File: config.mk
export PLATFORM = sky130hd
export DESIGN_NAME = svr_stream_fifo
export DESIGN_NICKNAME = d
export VERILOG_FILES = /design/src/rtl/svr_stream_fifo.sv
export SDC_FILE = /design/constraint.sdc
export NUM_CORES = 1
export LEC_CHECK = 0
export CAP_MARGIN = 20
export CORE_ASPECT_RATIO = 0.9
export CORE_MARGIN = 5
export CORE_UTILIZATION = 30
export CTS_BUF_LIST = sky130_fd_sc_hd__clkbuf_4
export CTS_CLUSTER_DIAMETER = 30
export DETAILED_ROUTE_END_ITERATION = 10
export PLACE_DENSITY_LB_ADDON = 0.3
export SLEW_MARGIN = 30
export SYNTH_ARGS = -nofsm -noshare
export SYNTH_HDL_FRONTEND = slang
export SYNTH_SLANG_ARGS = --single-unit
File: constraint.sdc
create_clock -name clk -period 6 [get_ports clk]
set_clock_uncertainty 0.2 [all_clocks]
set_input_delay 1.2 -clock clk [delete_from_list [all_inputs] [get_ports clk]]
set_output_delay 1.2 -clock clk [all_outputs]
set_load 0.01 [all_outputs]
File: src/rtl/svr_stream_fifo.sv
// Synchronous stream FIFO with ready/valid handshakes on both sides,
// registered output (no fall-through), flush and almost-full indication.
module svr_stream_fifo #(
  parameter int DATA_WIDTH = 32,
  parameter int DEPTH      = 8,
  parameter int AFULL_LVL  = DEPTH - 2
) (
  input  logic                       clk,
  input  logic                       rst,
  input  logic [DATA_WIDTH-1:0]      s_data,
  input  logic                       s_valid,
  output logic                       s_ready,
  output logic [DATA_WIDTH-1:0]      m_data,
  output logic                       m_valid,
  input  logic                       m_ready,
  input  logic                       flush,
  output logic [$clog2(DEPTH):0]     count,
  output logic                       almost_full
);

  localparam int AW = $clog2(DEPTH);
  localparam int CW = AW + 1;
  localparam logic [CW-1:0] FULL_CNT  = CW'(DEPTH);
  localparam logic [CW-1:0] AFULL_CNT = CW'(AFULL_LVL);

  logic [DATA_WIDTH-1:0] mem [DEPTH];
  logic [AW-1:0]         wr_ptr;
  logic [AW-1:0]         rd_ptr;
  logic [CW-1:0]         count_q;
  logic                  push;
  logic                  pop;

  // Handshake status comes only from the registered occupancy, so neither
  // ready nor valid ever depends combinationally on the other side's inputs.
  always_comb begin
    s_ready     = (count_q != FULL_CNT);
    m_valid     = (count_q != '0);
    almost_full = (count_q >= AFULL_CNT);
    count       = count_q;
    m_data      = mem[rd_ptr];
    push        = s_valid && s_ready;
    pop         = m_valid && m_ready;
  end

  // Pointer and occupancy bookkeeping; reset beats flush, flush beats traffic.
  always_ff @(posedge clk) begin
    if (!rst) begin
      wr_ptr  <= '0;
      rd_ptr  <= '0;
      count_q <= '0;
    end else if (flush) begin
      wr_ptr  <= '0;
      rd_ptr  <= '0;
      count_q <= '0;
    end else begin
      if (push) begin
        wr_ptr <= wr_ptr + 1'b1;
      end
      if (pop) begin
        rd_ptr <= rd_ptr + 1'b1;
      end
      if (push && !pop) begin
        count_q <= count_q + 1'b1;
      end else if (pop && !push) begin
        count_q <= count_q - 1'b1;
      end
    end
  end

  // Storage is left unreset; a write is suppressed whenever reset or flush
  // would discard the beat anyway.
  always_ff @(posedge clk) begin
    if (rst && !flush && push) begin
      mem[wr_ptr] <= s_data;
    end
  end

endmodule
---- After elaboration in Yosys (flattened, before gate mapping) ----
Memories as Yosys holds them, arrays and structs flattened. A register that Yosys moved wholly into a read port is not among the register bits.
Index checks and enable logic that the tools add are counted.
Widths: inputs -> output; s select.
storage, ports and cells
  output and inout bits ................... 39
  word-level logic and storage cells ...... 29
  memories kept ........................... 1
  RAM bits ................................ 256
  register bits after elaboration ......... 10
memory list
  memory  words  bits a word  read ports  clocked after Yosys merged registers in  wr ports  line  source
  mem     8      32           1           1                                        1         26    logic [DATA_WIDTH-1:0] mem [DEPTH];
operators by class
  magnitude comparators ................... 1
  muxes and demuxes ....................... 6
  reduce and logical (&&, ||, !) cells .... 12
  bitwise gates (word level) .............. 1
  equality and inequality tests ........... 1
  add/sub/neg operators ................... 4
operators with widths
  cell                 number
  $mux 4               2
  $add 3x1->3 const B  2
  $logic_and 1x1->1    6
  $mux 3               2
  $add 4x1->4 const B  1
  $ge 4x3->1 const B   1
  $ne 4x4->1 const B   1
  $reduce_bool 4->1    1
  $sub 4x1->4 const B  1
  $logic_not 1->1      3
  $mux 1               2
  $reduce_bool 2->1    1
  $reduce_or 2->1      1
  $not 1->1            1

---- Logic depth before layout (Yosys ltp) ----
Gate-level depths: netlist of run 1.
  depth in word-level cells ............... 6
  mapped depth ............................ 11
  mapped depth without buffers ............ 10

---- Worst setup path before layout of run 1 ----
No wires, ideal clock.
  path kind ............................... input to register
  from .................................... in flush
  to ...................................... mem mem[0][0], enable pin
  library setup time ...................... 0.461 ns
  data arrival time ....................... 3.944 ns
  path buffers ............................ 0
  data required time ...................... 5.339 ns
  path slack .............................. 1.395 ns
  cell stages on the path ................. 3
  cells stage by stage .................... nand2b_1 or3_1 nor3_1
on the way
  longest elaborated chain between the ends .. 5
RTL lines
  item                             line  source
  start, declared                  16    input logic flush,
  $logic_not 1->1                  73    if (rst && !flush && push) begin
  $logic_and 1x1->1 (2 in series)  73
  $mux 1                           73
  $mux 1 (implied by the code)     74    mem[wr_ptr] <= s_data;
  end, declared                    26
Every way passes these cells.

==> results of run 1 <==
-- path summary, 6_finish.rpt --
path | to | slack (ps) | depth (start not counted)
hold reg to reg | register | 290 | 2
setup reg to reg | mem[1][17]$_DFFE_PP_ | 3010 | 5
setup / recovery | m_data[13] | 1620 | 4
hold / removal | register | 290 | 2
-- routing by layer --
| layer | track usage [%] | up-vias | wire [microns] |
|---|---|---|---|
| li1 | - | 2228 | - |
| met1 | 14.2 | 2576 | 9210 |
| met3 | 3.56 | 32 | 1150 |
| met5 | 0 | - | 27 |
| met4 | 3.61 | 4 | 303 |
| met2 | 18.4 | 126 | 10800 |
-- report_power, final --
part,switching [mW],internal [mW],total [mW],leakage (nW)
registers,0.0219,2.07,2.09,2.41
logic,0.124,0.156,0.280,1.15
clock network,0.685,0.741,1.43,0.465
total,0.831,2.97,3.80,4.03
-- sequential cells by signal, summed over array words and instances (netlist names), named ones only --
register  cells
wr_ptr        3
count         4
mem         256
rd_ptr        3
-- through the flow --
stage / setup WS [ps] / cell area, sq um / cells / hold slack, ps
after floorplan: 1390 / 10400 / 447 / 254
after global placement: 1810 / 11700 / 969 / 261
after detailed placement: 1830 / 11900 / 976 / 274
after CTS: 1480 / 12700 / 1087 / 292
after global routing: 1420 / 12700 / 1087 / 322
final: 1620 / 12700 / 1087 / 290
-- logic make-up (layout without fill, tap and decap cells) --
group	count (synthesis)	after routing	synth area share (%)
AO/OA/AOI/OAI	8	8	0.504
XOR/XNOR	6	6	0.504
adder cells (fa/ha/maj)	6	6	0.793
buffers and inverters	24	202	1.39
flip-flops	269	269	76.3
multiplexers	97	97	18.8
AND/OR/NAND/NOR	37	37	1.71
-- cells in the final DEF, fill, tap and decap left out, types with 3 or more instances in the layout --
cell type and instances:
sky130_fd_sc_hd__edfxtp_1 256, sky130_fd_sc_hd__clkbuf_4 90, sky130_fd_sc_hd__clkdlybuf4s50_1 75, sky130_fd_sc_hd__mux4_1 40, sky130_fd_sc_hd__mux2_2 32, sky130_fd_sc_hd__mux4_2 24, sky130_fd_sc_hd__clkinv_1 13, sky130_fd_sc_hd__nor2_1 10
sky130_fd_sc_hd__dfxtp_1 10, sky130_fd_sc_hd__buf_16 7, sky130_fd_sc_hd__nor2_4 6, sky130_fd_sc_hd__nand3_1 6, sky130_fd_sc_hd__buf_4 6, sky130_fd_sc_hd__nand2_1 5, sky130_fd_sc_hd__xor2_1 5, sky130_fd_sc_hd__ha_1 5
sky130_fd_sc_hd__a21oi_1 4, sky130_fd_sc_hd__inv_1 3, sky130_fd_sc_hd__nand2b_1 3, sky130_fd_sc_hd__dfxtp_4 3, sky130_fd_sc_hd__clkinvlp_4 3, sky130_fd_sc_hd__clkinv_2 3
-- tightest hold or removal path: cells and delay by family (launching register included) --
family / cells / cell delay, ps
flip-flops: 1 / 320
AO/OA/AOI/OAI: 1 / 70
AND/OR/NAND/NOR: 1 / 60
-- cell type report --
cell class	count	area, sq um	area share, %
Clock buffer	90	676	5.31
Clock inverter	21	120	0.945
Inverter	3	11.3	0.0886
Multi-Input combinational cell	154	2380	18.7
Sequential cell	269	7960	62.6
Tap cell	462	578	4.55
Timing Repair Buffer	88	988	7.77
==> out/qor_table.md, run 1 <==
| Group | Parameter | Value |
| --- | --- | --- |
| outcome | Outcome | finished, final reports clean |
| min path | Type of the most critical hold path | register to register |
| setup path | Maximum cell stage delay along the critical path | 640 ps |
| power | Leakage component of the power | 4.03 nW |
| clocking | Setup repair bufs after CTS | 0 |
| power | VDD IR max | 0.126 mV |
| layout | Fillcell total | 3139 |
| grt | Number of antenna violations at the first check in global routing | 2 |
| synth | Synth warnings | 0 |
| synth | Synthesized netlist net count | 490 |
| place | Detail Placement HPWL | 13000 microns |
| routing | Count of vias placed by the detailed router | 4966 |
| grt | Overflow left after global routing | 0 |
| setup path | Top fanout value on the critical path | 32 |
| floorplan | Die Y | 187 microns |
| timing | Count of final max-slew check failures | 0 |
| timing | Number of failing hold endpoints at the final stage | 0 |
| clocking | Number of buffers on the longest clock path | 3 |
| min path | Source of the worst hold timing path | rd_ptr[1]$_SDFFE_PP0P_ |
| synth | Cells taking the most area after synthesis | sky130_fd_sc_hd__edfxtp_1 (74%), sky130_fd_sc_hd__mux4_1 (10%), sky130_fd_sc_hd__mux4_2 (5.2%) |
| layout | Area growth syn-to-layout | 22.0% |
| timing | Post-route setup TNS | 0 ps |
| setup path | Crit path required time | 4600 ps |
| grt | Total routing usage reported by global routing | 11.2% |
| clocking | Clock latency reported for the late side of the worst-skew pair | 620 ps |
| routing | Routed WL per cell | 19.8 microns |
| clocking | H-tree depth reported by CTS | 3 |
| timing | Worst slew margin | 38.2% |
| timing | Final clock period utilization by the worst path | 73.1% |
| clocking | Number of sinks handled by clock tree synthesis | 269 |
| synth | Post-Synthesis Mean Instance Area | 23.3 sq um |
| synth | Commonest register cell after synthesis | sky130_fd_sc_hd__edfxtp_1 |
| synth | Synthesized netlist cell count | 447 |
| layout | NumNets Final | 629 |
| grt | First-pass GRT wire length | 33000 microns |
| floorplan | Site row count | 64 |
| setup path | CP endpoint kind | output pin |
| setup path | Kind of cell with the highest combined delay on the critical path | multiplexers |
| power | Power, Total | 3.80 mW |
| clocking | Post-CTS resize count | 0 |
| routing | DRC violation count after routing | 0 |
| timing | Total of endpoints with negative setup slack in the final report | 0 |
| clocking | Post-CTS Hold Fix Bufs | 0 |
| layout | Number of antenna cells inserted | 0 |
| setup path | Arrival time at the worst endpoint | 2980 ps |
| timing | Achievable clock frequency | 228 MHz |
| routing | Number of DRC violations after detailed-routing iteration 0 | 169 |
| timing | Unrepaired setup endpoints after global routing | no |
| grt | Pin count of the biggest net entering global routing | 65 |
| floorplan | Die Outline Area | 38600 sq um |
| synth | Sequential area share after synthesis | 76.3% |
| setup path | Critical-path cell with the highest stage delay | sky130_fd_sc_hd__dfxtp_4 |
| clocking | CTS Root Buffer Type | sky130_fd_sc_hd__clkbuf_4 |
| setup path | Critical path start-end classification | register to output pin |
| routing | Post-route ant nets | 0 |
| flow run | Total of max-cap violations | 0 |
| place | Input/output buffers | 75 |
| clocking | Clock buffers created by TritonCTS | 70 |
| grt | Vias in the first global route | 5624 |
| synth | Most frequent cell after synthesis | sky130_fd_sc_hd__edfxtp_1 |
| layout | Fraction of layout instances using a drive strength above 1 | 28.8% |
| routing | Wire length after detailed routing | 21500 microns |
| floorplan | Starting Density | 30.5% |
| synth | Count of unique library cells instantiated by Yosys | 31 |
| setup path | Worst setup SP type | register |
| setup path | Critical path buffers and inverters | 2 |
| synth | Area share of the largest cell type after synthesis | 73.8% |
| timing | Min Tclk post-route | 4380 ps |
| clocking | Worst-path clk slew | 60 ps |
| setup path | CP Cell Sequence | buf_16 > mux4_1 > mux2_2 > clkdlybuf4s50_1 |
| floorplan | Placeable core region | 34100 sq um |
| floorplan | Floorplan die width | 206 microns |
| synth | Area of the mapped netlist | 10400 sq um |
| timing | Tightest Pin Transition | 925 ps |
| clocking | CTS tree | built |
| routing | Per-cell via count in the routed design | 4.57 |
| synth | Number of storage elements in the synthesis netlist | 269 |
| place | Final Wtd Congestion | 0.707 |
| synth | Biggest area consumer among synthesized cells | sky130_fd_sc_hd__edfxtp_1 |
| floorplan | Number of top-level pins | 76 |
| layout | Final Util | 37.3% |
| synth | Proportion of register bits with asynchronous set or reset after synthesis | 0% |
| synth | Count of flip-flops with a built-in enable after synthesis | 256 |
| routing | Total iterations of the first detailed-routing run | 4 |
| synth | Leading post-synthesis cells by instance count | sky130_fd_sc_hd__edfxtp_1 (256), sky130_fd_sc_hd__mux4_1 (40), sky130_fd_sc_hd__mux2_2 (32) |
| setup path | RR Startpoint | count[1]$_SDFFE_PP0P_ |
| power | Cell area power density | 299 nW/um^2 |
Note: power is estimated with default switching activity, not from simulation.
==> run 2, diff against run 1 <==
- clock period: 6 -> 3.8 ns (I/O delays scaled with it)
==> run 2 against run 1 <==
  * Sequential share of layout area is 1.1 points lower
  * Critical endpoint is now m_data[22]
  * Register-to-register slack worse by 2100 ps
  * Utilization increased by 0.63 points
  * Routed wire length rose by 0.50%
  * Cell count is 1.5% higher
  * Via count increased by 0.58%
  * Critical path depth rose by 1
==> out/qor_table.md, run 2 (synthesized netlist as in run 1, its figures left out) <==
| Group | Parameter | Value | vs previous |
| --- | --- | --- | --- |
| outcome | Outcome | finished, final reports clean |  |
| layout | Design area | 12900 sq um | +1.7% |
| timing | Min Tclk post-route | 3680 ps |  |
| setup path | Top fanout value on the critical path | 13 | -59% |
| timing | Final worst-path setup slack | 119 ps | -1500 ps |
| min path | Source of the worst hold timing path | rd_ptr[1]$_SDFFE_PP0P_ |  |
| clocking | Number of buffers on the longest clock path | 3 | unchanged |
| grt | Pin count of the biggest net entering global routing | 33 | -49% |
| timing | Worst slew margin | 60.3% | +22 points |
| layout | Max reg flops | 256 | unchanged |
| place | Dpl ws | 509 ps | -1320 ps |
| routing | Total iterations of the first detailed-routing run | 4 | unchanged |
| power | Cell area power density | 475 nW/um^2 | +59% |
| place | Final Wtd Congestion | 0.691 | -2.3% |
| routing | Count of vias placed by the detailed router | 4995 | +0.58% |
| layout | Fraction of layout instances using a drive strength above 1 | 30.6% | +1.8 points |
| setup path | Worst setup SP type | register |  |
| grt | First-pass GRT wire length | 32700 microns | -0.80% |
| layout | Area growth syn-to-layout | 24.1% |  |
| clocking | CTS Root Buffer Type | sky130_fd_sc_hd__clkbuf_4 |  |
| grt | Total routing usage reported by global routing | 11.3% | +0.026 points |
| timing | Tightest Pin Transition | 596 ps | -329 ps |
| min path | Type of the most critical hold path | register to register |  |
| flow run | Total of max-cap violations | 0 | unchanged |
| grt | Vias in the first global route | 5521 | -1.8% |
| timing | Worst hold margin | 292 ps | +1.81 ps |
| power | VDD IR max | 0.193 mV | +54% |
| routing | DRC violation count after routing | 0 | unchanged |
| layout | Most common cell after layout, fill and taps aside | sky130_fd_sc_hd__edfxtp_1 |  |
| clocking | Clock buffers created by TritonCTS | 68 | -2.9% |
| routing | Post-route ant nets | 0 | unchanged |
| floorplan | Die Y | 187 microns | unchanged |
| routing | Routed WL per cell | 19.6 microns | -0.96% |
| setup path | Worst reg-to-reg setup slack | 920 ps | -2090 ps |
| layout | NumNets Final | 639 | +1.6% |
| routing | Per-cell via count in the routed design | 4.53 | -0.88% |
| power | Leakage component of the power | 4.16 nW | +3.2% |
| timing | Final clock period utilization by the worst path | 96.9% |  |
| clocking | Number of sinks handled by clock tree synthesis | 269 | unchanged |
| grt | Overflow left after global routing | 0 | unchanged |
| setup path | CP endpoint kind | output pin |  |
| timing | Count of final max-slew check failures | 0 | unchanged |
| floorplan | Placeable core region | 34100 sq um | unchanged |
| clocking | CTS tree | built |  |
| setup path | Crit path required time | 2840 ps | -1760 ps |
| floorplan | Die Outline Area | 38600 sq um | unchanged |
| floorplan | Site row count | 64 | unchanged |
| place | Area after detailed placement | 12000 sq um | +0.44% |
| routing | Number of DRC violations after detailed-routing iteration 0 | 239 | +41% |
| place | DP Cell Count | 982 | +0.61% |
| clocking | H-tree depth reported by CTS | 3 | unchanged |
| clocking | Clock latency reported for the late side of the worst-skew pair | 650 ps | +30 ps |
| timing | Post-route setup TNS | 0 ps | unchanged |
| floorplan | Number of top-level pins | 76 | unchanged |
| setup path | RR Startpoint | count[0]$_SDFFE_PP0P_ |  |
| layout | Commonest cells after routing, fill and taps aside | sky130_fd_sc_hd__edfxtp_1 (256), sky130_fd_sc_hd__clkbuf_4 (95), sky130_fd_sc_hd__clkdlybuf4s50_1 (71), sky130_fd_sc_hd__mux4_1 (40), sky130_fd_sc_hd__mux2_2 (32) |  |
| setup path | Critical path start-end classification | register to output pin |  |
| place | Input/output buffers | 75 | unchanged |
| timing | Total of endpoints with negative setup slack in the final report | 0 | unchanged |
| timing | Number of failing hold endpoints at the final stage | 0 | unchanged |
| floorplan | Floorplan die width | 206 microns | unchanged |
| routing | Wire length after detailed routing | 21600 microns | +0.50% |
| floorplan | Starting Density | 30.5% | unchanged |
| place | Detail Placement HPWL | 12500 microns | -4.2% |
| layout | Register with the highest flop count | mem |  |
| layout | Post-route insts no fill | 1103 | +1.5% |
| setup path | Arrival time at the worst endpoint | 2720 ps | -260 ps |
| grt | Number of antenna violations at the first check in global routing | 5 | +3 |
| timing | Achievable clock frequency | 272 MHz |  |
| clocking | Worst-path clk slew | 70 ps | about the same |
[run 2: area by class of cell]
cell class | count | area, sq um
sequential | 269 | 7960
clock inverter | 17 | 118
multi-input combinational | 154 | 2390
inverter | 3 | 11.3
fill | 3150 | 21200
antenna | 3 | 7.51
tap | 462 | 578
clock buffer | 95 | 713
timing repair buffer | 100 | 1150
[run 2: per-stage QoR]
step,utilization [%],power (mW)
6_report,37.9,6.14
5_1_grt,37.9,6.44
4_1_cts,37.8,6.25
3_5_place_dp,35.1,3.83
3_3_place_gp,35.1,3.81
2_1_floorplan,-,3.61
[run 2: report_power, final]
part	internal, mW	leakage, nW	switching [mW]	total (mW)
Clock	1.28	0.499	1.08	2.36
Sequential	3.27	2.41	0.0244	3.30
Combinational	0.267	1.24	0.215	0.481
Total	4.82	4.16	1.32	6.14
[run 2: worst max-delay path, stage by stage, from the launching register on]
cell                              delay (ps)
sky130_fd_sc_hd__dfxtp_4                 460
sky130_fd_sc_hd__buf_12                  140
sky130_fd_sc_hd__buf_16                  150
sky130_fd_sc_hd__mux4_1                  550
sky130_fd_sc_hd__mux2_2                  270
sky130_fd_sc_hd__clkdlybuf4s50_1         490
[run 2: routing by layer]
layer | GRT usage [%] | vias up | share of wire (%)
met5 | 0 | - | 0.15
li1 | - | 2255 | -
met2 | 17.7 | 115 | 48
met1 | 14.6 | 2582 | 45
met4 | 3.71 | 4 | 1.6
met3 | 3.92 | 39 | 5.4
[run 2: final timing paths]
kind | end | cells past startpoint
setup / recovery | m_data[22] | 5
hold / removal | register | 2
setup reg to reg | count[3]$_SDFFE_PP0P_ | 10
hold reg to reg | register | 2
[run 2: timing repair]
item / in CTS / in global routing
resized for setup: 3 / 4
hold buffers: 0 / 0
buffers inserted: 2 / 3
cloned: 2 / 0
endpoints found under the setup margin: 26 / 23
